==> src/rtl/axi_lite_reg_slave.sv <==
// AXI4-Lite slave exposing NUM_REGS 32-bit read/write registers to fabric logic.
// Independent write (collect/exec/resp) and read (addr/data) FSMs; all outputs registered.
module axi_lite_reg_slave #(
   parameter int unsigned NUM_REGS    = 16,
   parameter logic [31:0] RESET_VALUE = 32'h0000_0000
) (
   input  logic                       aclk,
   input  logic                       areset,
   input  logic [31:0]                awaddr,
   input  logic [2:0]                 awprot,
   input  logic                       awvalid,
   output logic                       awready,
   input  logic [31:0]                wdata,
   input  logic [3:0]                 wstrb,
   input  logic                       wvalid,
   output logic                       wready,
   output logic [1:0]                 bresp,
   output logic                       bvalid,
   input  logic                       bready,
   input  logic [31:0]                araddr,
   input  logic [2:0]                 arprot,
   input  logic                       arvalid,
   output logic                       arready,
   output logic [31:0]                rdata,
   output logic [1:0]                 rresp,
   output logic                       rvalid,
   input  logic                       rready,
   output logic [32*NUM_REGS-1:0]     reg_out,
   output logic [NUM_REGS-1:0]        reg_wr_pulse
);

   localparam int unsigned IDX_W  = 30;
   localparam logic [1:0]  OKAY   = 2'b00;
   localparam logic [1:0]  SLVERR = 2'b10;

   typedef enum logic [1:0] {W_COLLECT, W_EXEC, W_RESP} wstate_e;
   typedef enum logic       {R_ADDR, R_DATA}            rstate_e;

   wstate_e                 wstate_q, wstate_d;
   logic                    aw_done_q, aw_done_d;
   logic                    w_done_q, w_done_d;
   logic [IDX_W-1:0]        widx_q, widx_d;
   logic [31:0]             wdata_q, wdata_d;
   logic [3:0]              wstrb_q, wstrb_d;
   logic                    awready_q, awready_d;
   logic                    wready_q, wready_d;
   logic                    bvalid_q, bvalid_d;
   logic [1:0]              bresp_q, bresp_d;
   logic [NUM_REGS-1:0]     pulse_q, pulse_d;
   logic [31:0]             regs_q [NUM_REGS];
   logic [31:0]             regs_d [NUM_REGS];

   rstate_e                 rstate_q, rstate_d;
   logic                    arready_q, arready_d;
   logic                    rvalid_q, rvalid_d;
   logic [31:0]             rdata_q, rdata_d;
   logic [1:0]              rresp_q, rresp_d;

   logic                    wr_in_range;
   logic                    rd_in_range;
   logic                    unused_inputs;

   assign wr_in_range   = widx_q < IDX_W'(NUM_REGS);
   assign rd_in_range   = araddr[31:2] < IDX_W'(NUM_REGS);
   assign unused_inputs = ^{awprot, arprot, awaddr[1:0], araddr[1:0]};

   // Write path: gather AW and W in any order, commit for one cycle, then hold the response
   always_comb begin
      wstate_d  = wstate_q;
      aw_done_d = aw_done_q;
      w_done_d  = w_done_q;
      widx_d    = widx_q;
      wdata_d   = wdata_q;
      wstrb_d   = wstrb_q;
      awready_d = awready_q;
      wready_d  = wready_q;
      bvalid_d  = bvalid_q;
      bresp_d   = bresp_q;
      pulse_d   = '0;
      regs_d    = regs_q;
      unique case (wstate_q)
         W_COLLECT: begin
            if (awvalid && awready_q) begin
               aw_done_d = 1'b1;
               widx_d    = awaddr[31:2];
            end
            if (wvalid && wready_q) begin
               w_done_d = 1'b1;
               wdata_d  = wdata;
               wstrb_d  = wstrb;
            end
            if (aw_done_d && w_done_d) begin
               wstate_d  = W_EXEC;
               aw_done_d = 1'b0;
               w_done_d  = 1'b0;
               awready_d = 1'b0;
               wready_d  = 1'b0;
            end else begin
               awready_d = !aw_done_d;
               wready_d  = !w_done_d;
            end
         end
         W_EXEC: begin
            bvalid_d = 1'b1;
            bresp_d  = wr_in_range ? OKAY : SLVERR;
            for (int unsigned k = 0; k < NUM_REGS; k++) begin
               if (wr_in_range && (widx_q == IDX_W'(k))) begin
                  pulse_d[k] = 1'b1;
                  for (int b = 0; b < 4; b++) begin
                     if (wstrb_q[b]) regs_d[k][8*b +: 8] = wdata_q[8*b +: 8];
                  end
               end
            end
            wstate_d = W_RESP;
         end
         W_RESP: begin
            if (bready && bvalid_q) begin
               bvalid_d  = 1'b0;
               awready_d = 1'b1;
               wready_d  = 1'b1;
               wstate_d  = W_COLLECT;
            end
         end
         default: wstate_d = W_COLLECT;
      endcase
   end

   // Read path: registers are sampled at the AR edge, so a same-edge write returns the old value
   always_comb begin
      rstate_d  = rstate_q;
      arready_d = arready_q;
      rvalid_d  = rvalid_q;
      rdata_d   = rdata_q;
      rresp_d   = rresp_q;
      unique case (rstate_q)
         R_ADDR: begin
            if (arvalid && arready_q) begin
               arready_d = 1'b0;
               rvalid_d  = 1'b1;
               rresp_d   = rd_in_range ? OKAY : SLVERR;
               rdata_d   = '0;
               for (int unsigned k = 0; k < NUM_REGS; k++) begin
                  if (rd_in_range && (araddr[31:2] == IDX_W'(k))) rdata_d = regs_q[k];
               end
               rstate_d  = R_DATA;
            end else begin
               arready_d = 1'b1;
            end
         end
         R_DATA: begin
            if (rready && rvalid_q) begin
               rvalid_d  = 1'b0;
               arready_d = 1'b1;
               rstate_d  = R_ADDR;
            end
         end
         default: rstate_d = R_ADDR;
      endcase
   end

   always_ff @(posedge aclk or posedge areset) begin
      if (areset) begin
         wstate_q  <= W_COLLECT;
         aw_done_q <= 1'b0;
         w_done_q  <= 1'b0;
         widx_q    <= '0;
         wdata_q   <= '0;
         wstrb_q   <= '0;
         awready_q <= 1'b0;
         wready_q  <= 1'b0;
         bvalid_q  <= 1'b0;
         bresp_q   <= OKAY;
         pulse_q   <= '0;
      end else begin
         wstate_q  <= wstate_d;
         aw_done_q <= aw_done_d;
         w_done_q  <= w_done_d;
         widx_q    <= widx_d;
         wdata_q   <= wdata_d;
         wstrb_q   <= wstrb_d;
         awready_q <= awready_d;
         wready_q  <= wready_d;
         bvalid_q  <= bvalid_d;
         bresp_q   <= bresp_d;
         pulse_q   <= pulse_d;
      end
   end

   always_ff @(posedge aclk or posedge areset) begin
      if (areset) begin
         for (int unsigned k = 0; k < NUM_REGS; k++) regs_q[k] <= RESET_VALUE;
      end else begin
         for (int unsigned k = 0; k < NUM_REGS; k++) regs_q[k] <= regs_d[k];
      end
   end

   always_ff @(posedge aclk or posedge areset) begin
      if (areset) begin
         rstate_q  <= R_ADDR;
         arready_q <= 1'b0;
         rvalid_q  <= 1'b0;
         rdata_q   <= '0;
         rresp_q   <= OKAY;
      end else begin
         rstate_q  <= rstate_d;
         arready_q <= arready_d;
         rvalid_q  <= rvalid_d;
         rdata_q   <= rdata_d;
         rresp_q   <= rresp_d;
      end
   end

   for (genvar g = 0; g < NUM_REGS; g++) begin : g_reg_out
      assign reg_out[32*g +: 32] = regs_q[g];
   end

   assign awready      = awready_q;
   assign wready       = wready_q;
   assign bvalid       = bvalid_q;
   assign bresp        = bresp_q;
   assign arready      = arready_q;
   assign rvalid       = rvalid_q;
   assign rdata        = rdata_q;
   assign rresp        = rresp_q;
   assign reg_wr_pulse = pulse_q;

endmodule
==> config.mk <==
export PLATFORM = sky130hd
export DESIGN_NAME = axi_lite_reg_slave
export DESIGN_NICKNAME = d
export VERILOG_FILES = /design/src/rtl/axi_lite_reg_slave.sv
export SDC_FILE = /design/constraint.sdc
export NUM_CORES = 1
export LEC_CHECK = 0
export CAP_MARGIN = 15
export CORE_MARGIN = 2
export CORE_UTILIZATION = 41
export DETAILED_ROUTE_END_ITERATION = 16
export PLACE_DENSITY = 0.71
export SETUP_SLACK_MARGIN = 0.05
export SLEW_MARGIN = 20
export SYNTH_ARGS = -nofsm -noshare
export SYNTH_HDL_FRONTEND = slang
export SYNTH_SLANG_ARGS = --single-unit
==> constraint.sdc <==
create_clock -name aclk -period 20.7 [get_ports aclk]
set_clock_uncertainty 0.2 [all_clocks]
set_input_delay 4.14 -clock aclk [delete_from_list [all_inputs] [get_ports aclk]]
set_output_delay 4.14 -clock aclk [all_outputs]
set_load 0.1 [all_outputs]
# After elaboration in Yosys (flattened, before gate mapping)

Index checks and enable logic that the tools add are counted.

Register bits: 640
Input bits: 113
Output and inout port bits: 569
Logic and storage cells: 295

Magnitude comparators: 2
Equal/unequal tests: 36
Multiplexer cells: 60
Bitwise gates (word level): 1
Reductions and logical operators: 116

Operator list:

| operator                                                               | count |
|---|---|
| 32-bit two-way mux                                                     | 16 |
| 30-bit by 4-bit equality test with 1-bit output, second input constant | 16 |
| 30-bit by 3-bit equality test with 1-bit output, second input constant | 8 |
| 3-bit AND reduction                                                    | 64 |
| 30-bit by 2-bit equality test with 1-bit output, second input constant | 4 |
| 30-bit by 1-bit equality test with 1-bit output, second input constant | 2 |
| 30-bit zero test                                                       | 2 |
| 30-bit by 5-bit < comparator with 1-bit output, second input constant  | 2 |
| 1-bit logical AND                                                      | 38 |
| 1-bit two-way mux                                                      | 32 |
| 16-bit two-way mux                                                     | 1 |
| 2-bit AND reduction                                                    | 7 |
| 1-bit one-hot mux with 2 select lines                                  | 6 |
| 2-bit two-way mux                                                      | 4 |
| 2-bit != test, second input constant                                   | 3 |
| 2-bit one-hot mux with 3 select lines                                  | 1 |
| 2-bit nonzero test                                                     | 2 |
| 2-bit by 1-bit equality test with 1-bit output, second input constant  | 1 |
| 2-bit equality test, second input constant                             | 1 |
| 1-bit zero test                                                        | 2 |
| 2-bit zero test                                                        | 1 |
| 2-bit by 1-bit != test with 1-bit output, second input constant        | 1 |
| 1-bit inverter                                                         | 1 |

# Longest topological paths before layout

Gate-level depths: netlist of the first run.

Depth in word-level cells: 18
Depth in mapped cells: 10
Mapped depth without buffers: 7

# Least setup slack after synthesis of the first run

Ideal clock, no wire load.

Path kind: input-to-reg
Start: in araddr[25]
End: reg rdata_q[24], in the netlist rdata[24]
Library setup time: 0.128 ns
Arrival time: 5.911 ns
Required time: 20.372 ns
Path slack: 14.461 ns
Stages on the path: 8
Path buffers: 1
Cells stage by stage: nor4_1 > nand4_1 > or4_1 > buf_2 > nor2_1 > nor3_1 > a211oi_1 > a211oi_1

Longest elaborated chain between the ends: 18
Elaborated cells between the ends (all ways): 49
Those cells by class: order compare (1); eq/ne (15); mux (16); reduce/logical (17)

RTL lines:

| item                                                                               | line    | text |
|---|---|---|
| start: declaration                                                                 | 20      | `input logic [31:0] araddr,` |
| 30-bit by 5-bit < comparator with 1-bit output or 30-bit zero test (tied branches) | 64, 143 |  |
| 1-bit logical AND                                                                  | 143     | `if (rd_in_range && (araddr[31:2] == IDX_W'(k))) rdata_d = regs_q[k];` |
| 32-bit two-way mux (15 in series)                                                  | 143     |  |
| 32-bit two-way mux *                                                               | 143     |  |
| end signal: assignment                                                             | 208     | `rdata_q <= rdata_d;` |
| end: declaration                                                                   | 56      | `logic [31:0] rdata_q, rdata_d;` |

Mark *: on every way between the ends. The rest lies on a longest branch, timed or not.
A chain may end at the register's enable or synchronous reset.

==> impl_metrics.py, run 1 <==
metrics = {
    "critical_path": {
        "r2r-end": "reg_out[511]",
        "cp-startpoint": "areset",
        "r2r_slack_ns": 16.51,
        "end_kind": "async pin",
        "cp.arrival_ns": 8.42,
        "r2r-start": "widx_q[16]",
        "worst-path-max-fanout": 76,
        "worstPathRequired_ns": 21.10,
        "start_kind": "input pin",
        "worstRegToRegCells": 7,
        "path_class": "input pin to async pin",
    },
    "clock_network": {
        "ctsHtreeMaxLevel": 3,
        "clk_pin_slew_ns": 0.06,
        "cts_setup_buffers": 0,
        "cts_tree": "built",
        "cts_buffers": 71,
        "insertion_delay_ns": 0.63,
        "clk_path_buf_depth": 3,
        "cts_sinks": 638,
        "hold_buffers": 0,
        "root_buffer": "clkbuf_16",
        "cts_resized": 0,
    },
    "sta": {
        "finalHoldViolCount": 0,
        "grt_setup_unrepaired": "false",
        "slew_headroom_pct": 19.9,
        "drv_slew": 0,
        "finalSetupTns_ns": 0,
        "worstMarginPinSlew_ns": 1.20,
        "min_period_ns": 8.02,
        "period_share_pct": 38.7,
        "fmax_ghz": 0.125,
        "setup_violations": 0,
        "setup_ws_ns": 12.68,
    },
    "route": {
        "avgRoutedWirePerCell_microns": 32.2,
        "first_pass_iters": 5,
        "topRoutingLayerUsed": "met5",
        "vias": 23300,
        "wirelength_mm": 124,
        "drc_errors": 0,
        "dr.first_iter.drc_count": 2097,
        "dr_wl_met2_mm": 56.1,
        "wl_met1_mm": 47.3,
        "viasPerCell": 6.09,
        "antenna_left": 0,
        "wl_met3_mm": 13.8,
    },
    "place": {
        "port_buffers": 669,
        "preCtsSetupSlack_ns": 11.66,
        "dpl.cell_count": 3699,
        "place_hpwl_mm": 90.0,
        "dpl_cell_area_sq_um": 36200,
        "gp_congestion": 0.908,
    },
    "run_status": {
        "status": "finished, final reports clean",
    },
    "floorplanning": {
        "io_pins": 682,
        "num_rows": 96,
        "die-area_sq_um": 71900,
        "initial_core_util_pct": 41.6,
        "core_sq_um": 68800,
        "die_width_microns": 268,
        "die-height_microns": 268,
    },
    "pwr": {
        "peakVddDrop_v": 0.0000784,
        "p_leak_nw": 17.8,
        "p_per_area_nw_per_um2": 74.6,
    },
    "yosys": {
        "synth_seq_area_share_pct": 55.8,
        "synth_top_area_cell": "dfrtp_1",
        "synthesis.area_sq_um": 28600,
        "synth.area.top_cells": "dfrtp_1 56%, mux2_2 20%, mux2_1 4.1%, mux4_2 2.0%, nand2_1 1.7%",
        "yosysWarnings": 0,
        "synth.distinct_cells": 78,
        "synth_top_area_share_pct": 55.8,
        "ys_seq_elements": 638,
        "synth_flop_cell": "dfrtp_1",
        "ys_async_sr_fraction_pct": 100,
        "synth_edf_count": 0,
        "synthCells": 2193,
        "avgSynthCellArea_sq_um": 13.0,
    },
    "final_layout": {
        "nets": 2955,
        "fin_cells": 3832,
        "final_layout_size_suffix_gt1_share_pct": 25.6,
        "area_delta_synth_final_pct": 35.3,
        "mostFrequentLayoutCell": "clkdlybuf4s50_1",
        "layout_common_cells": "665 x clkdlybuf4s50_1, 638 x dfrtp_1, 496 x mux2_2",
        "design_area_sq_um": 38700,
        "finish.utilization_pct": 56.2,
    },
    "global_routing": {
        "antenna_found_initial": 7,
        "grt_max_degree": 185,
        "first_global_vias": 23500,
        "grt.overflow.total": 0,
        "track_usage_pct": 33.8,
        "grt_pass1_wl_mm": 173,
    },
    "hold_path": {
        "min_to": "rresp[1]",
        "hold_depth": 2,
        "worstHoldStart": "rresp[1]",
        "hp-class": "flip-flop to flip-flop",
    },
    "flow_run": {
        "cap_viol_max_count": 0,
    },
}
how the worst max path moves through the flow:
stage              endpoint
2_1_floorplan       arready
5_1_grt        reg_out[234]
4_1_cts        reg_out[264]
6_report       reg_out[238]
3_3_place_gp     widx_q[16]
3_5_place_dp     widx_q[16]
metal layers:
layer / global-route usage, % / up-vias
li1: - / 9443
met1: 43.0 / 12100
met2: 52.2 / 1433
met3: 11.2 / 293
met4: 15.8 / 4
met5: 0 / -
stage by stage:
step / hold slack, ns / power, mW
3_5_place_dp: 0.272 / 1.60
2_1_floorplan: 0.265 / 1.49
4_1_cts: 0.285 / 2.90
3_3_place_gp: 0.269 / 1.60
5_1_grt: 0.323 / 2.96
6_report: 0.283 / 2.89
where the power goes:
group | total (mW) | switching (mW) | internal, mW
Sequential | 1.28 | 0.0145 | 1.26
Combinational | 0.303 | 0.227 | 0.0759
Clock | 1.31 | 0.539 | 0.767
Total | 2.89 | 0.781 | 2.11
sequential cells by signal, summed over array words and instances, names as in the netlist, 2 cells and up:
signal	count
rdata	32
widx_q	30
wstrb_q	4
reg_out	512
wdata_q	32
reg_wr_pulse	16
wstate_q	2
critical path, cell delays in order:
cell and delay (ns):
clkdlybuf4s50_1 0.45, clkinvlp_4 0.29, buf_12 0.27, buf_4 0.65
buf_4 0.71, buf_4 0.90, buf_4 0.88
cell usage after synthesis, types with 20 or more instances:
master	number
nand3_1	20
nor2_1	86
mux2_2	496
o21ai_0	90
o22ai_1	25
nand2_1	126
a21oi_1	69
mux2_1	104
dfrtp_1	638
mux2i_1	24
inv_1	20
mux4_2	25
buf_2	36
clkbuf_1	84
cells by family (layout without fill, tap and decap cells):
group,count (synthesis),count (layout),synth area share (%)
AND/OR/NAND/NOR,382,382,6.75
buffers and inverters,159,862,2.34
multiplexers,649,649,26.4
other,1,6,0.0131
flip-flops,638,638,55.8
AO/OA/AOI/OAI,364,364,8.66
final cells by class:
cell class | instances | area (sq um)
Fill cell | 5707 | 30100
Sequential cell | 638 | 16000
Multi-Input combinational cell | 1397 | 12000
Timing Repair Buffer | 713 | 7040
Clock buffer | 100 | 2080
Tap cell | 931 | 1160
Clock inverter | 28 | 335
Inverter | 21 | 82.6
Antenna cell | 4 | 10.0
(Power assumes the default switching activity.)
==> run 2, diff against run 1 <==
==> constraint.sdc (replaced) <==
create_clock -name aclk -period 6.6 [get_ports aclk]
set_clock_uncertainty 0.2 [all_clocks]
set_input_delay 1.32 -clock aclk [delete_from_list [all_inputs] [get_ports aclk]]
set_output_delay 1.32 -clock aclk [all_outputs]
set_load 0.1 [all_outputs]
==> impl_metrics.py, run 2 (synthesized netlist as in run 1, its figures left out) <==
metrics = {
    "route": {
        "vias": 23300,
        "avgRoutedWirePerCell_microns": 32.3,
        "drc_errors": 0,
        "antenna_left": 0,
        "viasPerCell": 6.05,
        "first_pass_iters": 7,
        "wirelength_mm": 124,
        "dr.first_iter.drc_count": 2242,
    },
    "flow_run": {
        "cap_viol_max_count": 0,
    },
    "global_routing": {
        "first_global_vias": 23200,
        "grt.busiest_layer": "met2",
        "met3_usage_pct": 10.3,
        "grt_pass1_wl_mm": 174,
        "grt_max_degree": 180,
        "track_usage_pct": 34.0,
        "antenna_found_initial": 4,
        "grt.overflow.total": 0,
        "grt_use_met2_pct": 52.5,
        "groute.layer.met1.usage_pct": 44.3,
    },
    "clock_network": {
        "hold_buffers": 0,
        "cts_resized": 0,
        "ctsHtreeMaxLevel": 3,
        "root_buffer": "clkbuf_16",
        "clk_path_buf_depth": 3,
        "insertion_delay_ns": 0.62,
        "clk_pin_slew_ns": 0.06,
        "cts_buffers": 72,
        "cts_setup_buffers": 0,
        "cts_sinks": 638,
        "cts_tree": "built",
    },
    "critical_path": {
        "crit_chain": "clkdlybuf4s50_1 -> nor4_1 -> and3_1 -> nand3_1 -> nor2_1 -> buf_4 -> nor2_1 -> o21ai_0 -> o21ai_0",
        "path_class": "input pin to flip-flop",
        "worstPathRequired_ns": 6.89,
        "cp.arrival_ns": 4.98,
        "cp_slowest_cell": "nor4_1",
        "worst-path-max-fanout": 15,
        "end_kind": "flip-flop",
        "worstRegToRegCells": 7,
        "slowest_delay_ns": 0.77,
        "start_kind": "input pin",
        "r2r_slack_ns": 2.36,
    },
    "hold_path": {
        "hp-class": "flip-flop to flip-flop",
        "hold_depth": 2,
    },
    "sta": {
        "finalHoldViolCount": 0,
        "finalSetupTns_ns": 0,
        "slew_headroom_pct": 16.9,
        "grt_setup_unrepaired": "false",
        "worstMarginPinSlew_ns": 1.25,
        "min_period_ns": 4.69,
        "drv_slew": 0,
        "setup_violations": 0,
        "period_share_pct": 71.1,
        "whs_ns": 0.281,
        "setup_ws_ns": 1.91,
        "fmax_ghz": 0.213,
    },
    "place": {
        "preCtsSetupSlack_ns": 1.44,
        "dpl_cell_area_sq_um": 36400,
        "dpl.cell_count": 3713,
        "gp_congestion": 0.930,
        "place_hpwl_mm": 91.0,
        "port_buffers": 669,
    },
    "final_layout": {
        "design_area_sq_um": 38800,
        "layout_common_cells": "665 x clkdlybuf4s50_1, 638 x dfrtp_1, 496 x mux2_2",
        "finish.utilization_pct": 56.4,
        "largest_reg_flops": 512,
        "mostFrequentLayoutCell": "clkdlybuf4s50_1",
        "area_delta_synth_final_pct": 35.7,
        "final_layout_size_suffix_gt1_share_pct": 25.7,
        "nets": 2969,
        "fin_cells": 3847,
    },
    "pwr": {
        "p_leak_nw": 17.9,
        "peakVddDrop_v": 0.000206,
        "fin_total_pwr_mw": 9.10,
        "p_per_area_nw_per_um2": 234,
    },
    "floorplanning": {
        "die-height_microns": 268,
        "die_width_microns": 268,
        "io_pins": 682,
        "core_sq_um": 68800,
        "initial_core_util_pct": 41.6,
        "num_rows": 96,
        "die-area_sq_um": 71900,
    },
    "run_status": {
        "status": "finished, final reports clean",
    },
}
==> run 2: metal layers <==
metal | share of wire [%] | vias up
met5 | 0 | -
met4 | 4.7 | 0
met3 | 11 | 253
met2 | 45 | 1380
met1 | 39 | 12100
li1 | - | 9506
==> run 2: area by class of cell <==
type | instances | area [sq um]
timing repair buffer | 726 | 7150
fill | 5650 | 30000
clock buffer | 103 | 2100
multi-input combinational | 1397 | 12000
inverter | 21 | 82.6
sequential | 638 | 16000
antenna | 6 | 15.0
tap | 931 | 1160
clock inverter | 25 | 337
==> run 2: final timing paths <==
kind / startpoint / endpoint
worst max-delay path: araddr[12] / rdata[1]
worst min-delay path: rresp[1] / rresp[1]
worst max register to register: widx_q[16] / reg_out[511]
worst min register to register: rresp[1] / rresp[1]
max in group asynchronous: areset / reg_out[95]
min in group asynchronous: areset / reg_out[507]
==> run 2: worst max-delay path: cells and delay by family <==
kind	cells	cell delay [ns]
AND/OR/NAND/NOR	5	2.59
buffers and inverters	2	0.75
AO/OA/AOI/OAI	2	0.29
==> run 2: power by group <==
group	switching, mW	total [mW]	internal (mW)
Combinational	0.718	0.960	0.241
Sequential	0.0420	4.00	3.96
Clock	1.68	4.14	2.46
Total	2.44	9.10	6.66
==> run 3, diff against run 2 <==
==> constraint.sdc (replaced) <==
create_clock -name aclk -period 3.8 [get_ports aclk]
set_clock_uncertainty 0.2 [all_clocks]
set_input_delay 0.76 -clock aclk [delete_from_list [all_inputs] [get_ports aclk]]
set_output_delay 0.76 -clock aclk [all_outputs]
set_load 0.1 [all_outputs]
==> impl_metrics.py, run 3 (synthesized netlist as in run 1, its figures left out) <==
metrics = {
    "clock_network": {
        "clk_path_buf_depth": 3,
        "cts_resized": 0,
        "insertion_delay_ns": 0.63,
        "root_buffer": "clkbuf_16",
        "cts_tree": "built",
        "hold_buffers": 0,
        "cts_setup_buffers": 0,
        "cts_buffers": 73,
        "ctsHtreeMaxLevel": 3,
        "cts_sinks": 638,
        "clk_pin_slew_ns": 0.06,
    },
    "route": {
        "viasPerCell": 5.97,
        "wirelength_mm": 124,
        "dr.first_iter.drc_count": 2454,
        "antenna_left": 0,
        "vias": 23700,
        "first_pass_iters": 5,
        "avgRoutedWirePerCell_microns": 31.3,
        "drc_errors": 0,
    },
    "critical_path": {
        "worstPathRequired_ns": 4.08,
        "cp.arrival_ns": 3.80,
        "path_class": "input pin to flip-flop",
        "worst-path-max-fanout": 6,
        "end_kind": "flip-flop",
        "start_kind": "input pin",
    },
    "floorplanning": {
        "die_width_microns": 268,
        "io_pins": 682,
        "initial_core_util_pct": 41.6,
        "die-area_sq_um": 71900,
        "die-height_microns": 268,
        "num_rows": 96,
        "core_sq_um": 68800,
    },
    "final_layout": {
        "final_layout_size_suffix_gt1_share_pct": 43.7,
        "layout_common_cells": "638 x dfrtp_1, 613 x buf_4, 496 x mux2_2",
        "nets": 3095,
        "fin_cells": 3970,
        "area_delta_synth_final_pct": 35.7,
        "fillers": 5678,
        "largest_reg_flops": 512,
        "mostFrequentLayoutCell": "dfrtp_1",
    },
    "global_routing": {
        "grt_pass1_wl_mm": 176,
        "antenna_found_initial": 6,
        "first_global_vias": 24200,
        "track_usage_pct": 34.2,
        "grt_max_degree": 126,
        "grt.overflow.total": 0,
    },
    "place": {
        "dpl.cell_count": 3838,
        "port_buffers": 669,
        "gp_congestion": 0.945,
        "place_hpwl_mm": 94.1,
    },
    "pwr": {
        "peakVddDrop_v": 0.000423,
        "p_per_area_nw_per_um2": 406,
        "fin_total_pwr_mw": 15.7,
        "p_leak_nw": 19.5,
    },
    "sta": {
        "fmax_ghz": 0.284,
        "min_period_ns": 3.52,
        "finalSetupTns_ns": 0,
        "finalHoldViolCount": 0,
        "worstMarginPinSlew_ns": 1.06,
        "period_share_pct": 92.5,
        "drv_slew": 0,
        "setup_violations": 0,
        "slew_headroom_pct": 29.0,
        "grt_setup_unrepaired": "false",
    },
    "hold_path": {
        "hp-class": "flip-flop to flip-flop",
    },
    "run_status": {
        "status": "finished, final reports clean",
    },
    "flow_run": {
        "cap_viol_max_count": 0,
    },
}
run 3: critical path, cell delays in order:
cell and delay [ns]:
clkdlybuf4s50_1 0.41, nor4_2 0.53, buf_4 0.20, and3_1 0.24
nand2_2 0.22, a2111oi_0 0.44, nor4_1 0.11, a2111oi_0 0.57
buf_4 0.23, o21ai_0 0.08
run 3: path summary, 6_finish.rpt:
kind,start,to,slack (ns),cells past startpoint
max in group asynchronous,areset,reg_out[83],1.98,4
min in group asynchronous,areset,reg_out[437],0.33,2
worst min-delay path,bresp[1],bresp[1],0.30,2
worst max register to register,widx_q[8],reg_out[328],0.43,7
worst max-delay path,araddr[17],rdata[10],0.28,10
worst min register to register,bresp[1],bresp[1],0.30,2
run 3: stage by stage:
step	worst slack [ns]	area, sq um	util (%)	hold slack, ns
2_1_floorplan	-5.87	28600	-	0.265
3_3_place_gp	-0.423	36400	52.9	0.277
3_5_place_dp	-0.458	36400	52.9	0.285
4_1_cts	0.168	38800	56.4	0.298
5_1_grt	0.104	38800	56.4	0.324
6_report	0.285	38800	56.4	0.299
run 3: layer usage:
| metal | routed length (microns) | GRT usage, % |
|---|---|---|
| met2 | 57400 | 53.6 |
| met1 | 48400 | 44.4 |
| met4 | 5890 | 14.8 |
| met5 | 0 | 0 |
| met3 | 12700 | 9.69 |
run 3: layout make-up:
cell class	instances	area, sq um	area share, %
flip-flops and latches	638	16000	41.1
multi-input cells	1397	12000	31.0
repair buffers	851	7190	18.5
clock buffers	99	2060	5.30
well taps	931	1160	3.00
clock inverters	28	332	0.854
inverters	21	82.6	0.213
diodes	5	12.5	0.0322
run 3: report_power, final:
| group | total, mW | switching [mW] | leakage [nW] | internal [mW] |
|---|---|---|---|---|
| clock network | 7.09 | 2.94 | 1.18 | 4.15 |
| logic | 1.70 | 1.25 | 9.43 | 0.451 |
| registers | 6.96 | 0.0772 | 8.86 | 6.88 |
